[config.mk]
export PLATFORM = sky130hd
export DESIGN_NAME = fetch_unit
export DESIGN_NICKNAME = d
export VERILOG_FILES = /design/src/rtl/fetch_unit_pkg.sv /design/src/rtl/fetch_unit.sv
export SDC_FILE = /design/constraint.sdc
export NUM_CORES = 1
export LEC_CHECK = 0
export BUFFER_PORTS_ARGS = -buffer_cell sky130_fd_sc_hd__buf_2
export CAP_MARGIN = 20
export CORE_MARGIN = 2
export CORE_UTILIZATION = 25
export DETAILED_ROUTE_END_ITERATION = 7
export HOLD_SLACK_MARGIN = 0.02
export PLACE_DENSITY_LB_ADDON = 0.12
export SETUP_SLACK_MARGIN = 0.2
export SLEW_MARGIN = 10
export SYNTH_ARGS = -nofsm -noshare
export SYNTH_HDL_FRONTEND = slang
export SYNTH_SLANG_ARGS = --single-unit
[constraint.sdc]
create_clock -name clk -period 3.65 [get_ports clk]
set_input_delay 0.365 -clock clk [delete_from_list [all_inputs] [get_ports clk]]
set_output_delay 0.365 -clock clk [all_outputs]
set_load 0.02 [all_outputs]
[src/rtl/fetch_unit_pkg.sv]
// Shared fetch definitions: datapath width, default boot address and the fetch FSM states.
package FetchPackage;

    localparam int unsigned XLEN = 32;

    localparam logic [XLEN-1:0] DEFAULT_RESET_PC = 32'h0000_0000;

    typedef enum logic [1:0] {
        REQ     = 2'd0,
        WAIT    = 2'd1,
        HOLD    = 2'd2,
        DISCARD = 2'd3
    } fetch_state_e;

endpackage

[src/rtl/fetch_unit.sv]
// Instruction fetch: issues one imem read at a time, presents the returned word with its PC,
// holds it under stall, and redirects on branch, dropping any read that was in flight.
module fetch_unit
    import FetchPackage::*;
#(
    parameter logic [XLEN-1:0] RESET_PC = DEFAULT_RESET_PC
) (
    input  logic            clk,
    input  logic            rst,
    input  logic            shouldUseNewPC,
    input  logic [XLEN-1:0] branchTo,
    input  logic            stall,
    output logic            imemRequest,
    output logic [XLEN-1:0] imemAddress,
    input  logic            imemReady,
    input  logic [XLEN-1:0] imemData,
    output logic [XLEN-1:0] instruction,
    output logic            instructionValid,
    output logic [XLEN-1:0] pcAddress
);

    fetch_state_e    r_state;
    fetch_state_e    w_state_next;
    logic            w_capture;
    logic [XLEN-1:0] w_redirect_pc;
    logic [XLEN-1:0] w_fetch_pc_next;
    logic [XLEN-1:0] r_fetch_pc;
    logic            r_imem_request;
    logic [XLEN-1:0] r_imem_address;
    logic [XLEN-1:0] r_instruction;
    logic [XLEN-1:0] r_pc_address;
    logic            r_instruction_valid;

    assign w_redirect_pc = branchTo & ~XLEN'(3);

    // Next state; a redirect overrides ready and stall. With a read still in flight the
    // redirect parks in DISCARD until that stale response has been swallowed.
    always_comb begin
        w_state_next = r_state;
        w_capture    = 1'b0;
        if (shouldUseNewPC) begin
            case (r_state)
                REQ:     w_state_next = DISCARD;
                WAIT:    w_state_next = imemReady ? REQ : DISCARD;
                DISCARD: w_state_next = imemReady ? REQ : DISCARD;
                default: w_state_next = REQ;
            endcase
        end else begin
            case (r_state)
                REQ: w_state_next = WAIT;
                WAIT: begin
                    if (imemReady) begin
                        w_capture    = 1'b1;
                        w_state_next = stall ? HOLD : REQ;
                    end
                end
                HOLD: begin
                    if (!stall) w_state_next = REQ;
                end
                default: begin
                    if (imemReady) w_state_next = REQ;
                end
            endcase
        end
    end

    always_comb begin
        w_fetch_pc_next = r_fetch_pc;
        if (shouldUseNewPC)  w_fetch_pc_next = w_redirect_pc;
        else if (w_capture)  w_fetch_pc_next = r_fetch_pc + XLEN'(4);
    end

    // FSM state; the request strobe is registered alongside it so it tracks REQ exactly.
    always_ff @(posedge clk) begin
        if (rst) begin
            r_state        <= REQ;
            r_imem_request <= 1'b1;
        end else begin
            r_state        <= w_state_next;
            r_imem_request <= (w_state_next == REQ);
        end
    end

    // PC register; the bus address is loaded only on entry to REQ and holds otherwise.
    always_ff @(posedge clk) begin
        if (rst) begin
            r_fetch_pc     <= RESET_PC;
            r_imem_address <= RESET_PC;
        end else begin
            r_fetch_pc <= w_fetch_pc_next;
            if (w_state_next == REQ) r_imem_address <= w_fetch_pc_next;
        end
    end

    always_ff @(posedge clk) begin
        if (rst) begin
            r_instruction       <= '0;
            r_pc_address        <= '0;
            r_instruction_valid <= 1'b0;
        end else if (shouldUseNewPC) begin
            r_instruction_valid <= 1'b0;
        end else if (w_capture) begin
            r_instruction       <= imemData;
            r_pc_address        <= r_fetch_pc;
            r_instruction_valid <= 1'b1;
        end else if (r_instruction_valid && !stall) begin
            r_instruction_valid <= 1'b0;
        end
    end

    assign imemRequest      = r_imem_request;
    assign imemAddress      = r_imem_address;
    assign instruction      = r_instruction;
    assign pcAddress        = r_pc_address;
    assign instructionValid = r_instruction_valid;

endmodule

==> impl_metrics.csv <==
group,metric,value,unit
run_status,status,"finished clean",
die,ios,167,
cts,cts_sinks,132,
routing,vias,4957,
timing,setup_viol,0,
critical_path,start_kind,"register",
logic_synthesis,avgSynthCellArea,8.32,sq um
cts,cts_tree,"built",
routing,routed_wl,16500,um
routing,dr.pass1.iters,4,
logic_synthesis,syn_inst,638,
logic_synthesis,ys_warn_count,0,
critical_path,path_class,"reg2reg",
power,power_density,528,mW/mm^2
finish,fin_cells,1073,
finish,drive_gt1_share,27.9,%
logic_synthesis,yosysTopAreaCell,"dfxtp_1",
critical_path,cp_max_fo,12,
grt,grt_max_degree,65,
cts,cts_hold_buf,0,
timing,clock_skew,0.00500,ns
logic_synthesis,synth_area_leaders,"dfxtp_1 50%, nand2_1 11%, a21oi_1 8.9%",
grt,grt_usage,14.8,%
logic_synthesis,synthArstFlopShare,0,%
timing,timing.fmax,417,MHz
die,core-area,0.0210,sq mm
finish,fillers,2286,
place,port_buffers,164,
logic_synthesis,netlist_area,0.00531,sq mm
die,start_util,25.3,%
die,die_x,150,um
logic_synthesis,yosysUniqueCellTypes,57,
logic_synthesis,ys.flop_type,"dfxtp_1",
logic_synthesis,netlist.area_leader.share,49.8,%
die,die_area,0.0224,sq mm
timing,drv_slew,0,
routing,route.detailed.drc,0,
grt,grt_pass1_wl,25700,um
timing,worst_pin_slew,0.839,ns
cts,cts_resized,0,
grt,first_global_vias,4695,
place,detailed_place_hpwl,11800,um
cts,cts.clk_slew.worst_paths,0.06,ns
place,dpl.cell_count,1044,
logic_synthesis,yosysSeqAreaShare,49.8,%
finish,final_cell_area,0.00691,sq mm
critical_path,critical_path_arrival,2.70,ns
timing,fin_crit_sh,65.8,%
timing,rsz0062_at_grt,"no",
die,die_height,150,um
grt,antenna_found_initial,0,
routing,ant_nets,0,
timing,layout_min_cycle_time,2.40,ns
cts,cts_buffers,17,
cts,cts-root-buf,"clkbuf_16",
die,fp-row-count,53,
cts,postCtsSetupRepairBufs,0,
timing,timing.setup.tns,0,ns
timing,hold_viol_final,0,
routing,via_per_inst,4.62,
finish,fin_nets,858,
min_path,hold_class,"in2reg",
finish,syn2layout_area_growth,30.2,%
routing,drt-wirelength-per-cell,15.4,um
grt,overflow,0,
routing,drtIter0Drc,306,
place,gp_congestion,0.809,
power,cellLeakagePower,2.87,nW
timing,slew_headroom,44.0,%
critical_path,cp-end-kind,"register",
critical_path,cp.required,3.95,ns
finish,antenna_cells,0,
cts,clock_path_buffers,2,
power,peakVddDrop,0.266,mV
logic_synthesis,synth_nets,708,
cts,htree_levels,4,
logic_synthesis,ys_seq_elements,132,
logic_synthesis,synth_edf_count,0,
finish,fin_util,33.0,%
place,dpl_cell_area,0.00638,sq mm
run,cap_violations,0,
cts,clk_latency,0.41,ns
[area by class of cell]
cell class | count | area (sq um) | share of cell area, %
clock inverter | 6 | 55.1 | 0.796
clock buffer | 23 | 478 | 6.91
multi-input combinational | 456 | 2470 | 35.8
sequential | 132 | 2640 | 38.2
tap | 275 | 344 | 4.98
timing repair buffer | 173 | 891 | 12.9
inverter | 8 | 30.0 | 0.434
[placed cells by master, fill, tap and decap left out, types with 3 or more instances in the layout]
cell         n
buf_2      163
nor3_1      10
xnor2_1     13
nand2_1    151
clkbuf_8     3
inv_1        7
a311oi_1     3
o22a_1      10
nor2_1      40
and3_1       4
nand4_1      5
xor2_1       7
clkinv_2     5
and4_1       5
nor3_2       5
o22ai_1     13
a211oi_1    11
clkbuf_1     3
clkbuf_16   17
dfxtp_1    132
a21oi_1     94
mux2i_1      4
a31oi_1      3
o21ai_0     24
nand3_1     12
buf_4       10
[through the flow]
| step | hold slack [ns] | worst slack [ns] | power (W) |
|---|---|---|---|
| 6_report | 0.172 | 1.25 | 0.00365 |
| 5_1_grt | 0.179 | 1.12 | 0.00382 |
| 4_1_cts | 0.153 | 1.24 | 0.00370 |
| 3_5_place_dp | 0.444 | 1.24 | 0.00211 |
| 3_3_place_gp | 0.438 | 1.29 | 0.00211 |
| 2_1_floorplan | 0.427 | 1.61 | 0.00192 |
[registers in the layout, summed over array words and instances, names as in the netlist]
name,cells
pcAddress,32
instructionValid,1
instruction,32
r_state,2
imemRequest,1
imemAddress,32
r_fetch_pc,32
[per-layer routing]
layer	routed length (um)	global-route usage (%)	vias up
li1	-	-	2514
met1	8220	21.3	2255
met2	6930	21.8	176
met3	1180	3.35	12
met4	206	4.76	0
met5	0	0	-
[cells in the mapped netlist (3+ instances only)]
cell type / count
nor3_1: 10
clkbuf_1: 33
nand2_1: 152
nand4_1: 5
nor3_2: 5
buf_4: 3
buf_2: 3
xnor2_1: 13
and3_1: 4
a31oi_1: 3
o22a_1: 10
a21oi_1: 94
dfxtp_1: 132
inv_1: 7
a311oi_1: 3
o22ai_1: 13
xor2_1: 7
nor2_1: 41
mux2i_1: 4
nand3_1: 12
o21ai_0: 24
and4_1: 5
a211oi_1: 11
[logic make-up (layout without fill, tap and decap cells)]
| group | Yosys count | after routing | share of synthesized area (%) |
|---|---|---|---|
| XOR/XNOR | 20 | 20 | 3.30 |
| AO/OA/AOI/OAI | 171 | 171 | 19.1 |
| multiplexers | 4 | 4 | 0.754 |
| flip-flops | 132 | 132 | 49.8 |
| adder cells (fa/ha/maj) | 1 | 1 | 0.236 |
| buffers and inverters | 50 | 210 | 4.10 |
| AND/OR/NAND/NOR | 260 | 260 | 22.7 |
[worst max-delay path, cell delays in order (launching register included)]
cell and delay [ns]:
dfxtp_1 0.48, ha_1 0.21, nand4b_2 0.21, or4_4 0.60, o311a_1 0.36, a221o_1 0.28
o22a_1 0.15
[power breakdown]
| group | total, W | internal [W] | switching (W) |
|---|---|---|---|
| Combinational | 0.000465 | 0.000170 | 0.000295 |
| Sequential | 0.00161 | 0.00154 | 0.0000781 |
| Clock | 0.00157 | 0.000973 | 0.000596 |
| Total | 0.00365 | 0.00268 | 0.000970 |
[path summary, 6_finish.rpt]
| check | endpoint | cells after the start | slack [ns] | from |
|---|---|---|---|---|
| setup / recovery | imemAddress[28] | 6 | 1.25 | r_fetch_pc[2] |
| hold / removal | r_fetch_pc[15] | 3 | 0.17 | branchTo[15] |
| setup reg to reg | imemAddress[28] | 6 | 1.25 | r_fetch_pc[2] |
| hold reg to reg | instruction[29] | 2 | 0.45 | instruction[29] |
Power figures use the tool's default switching activity.
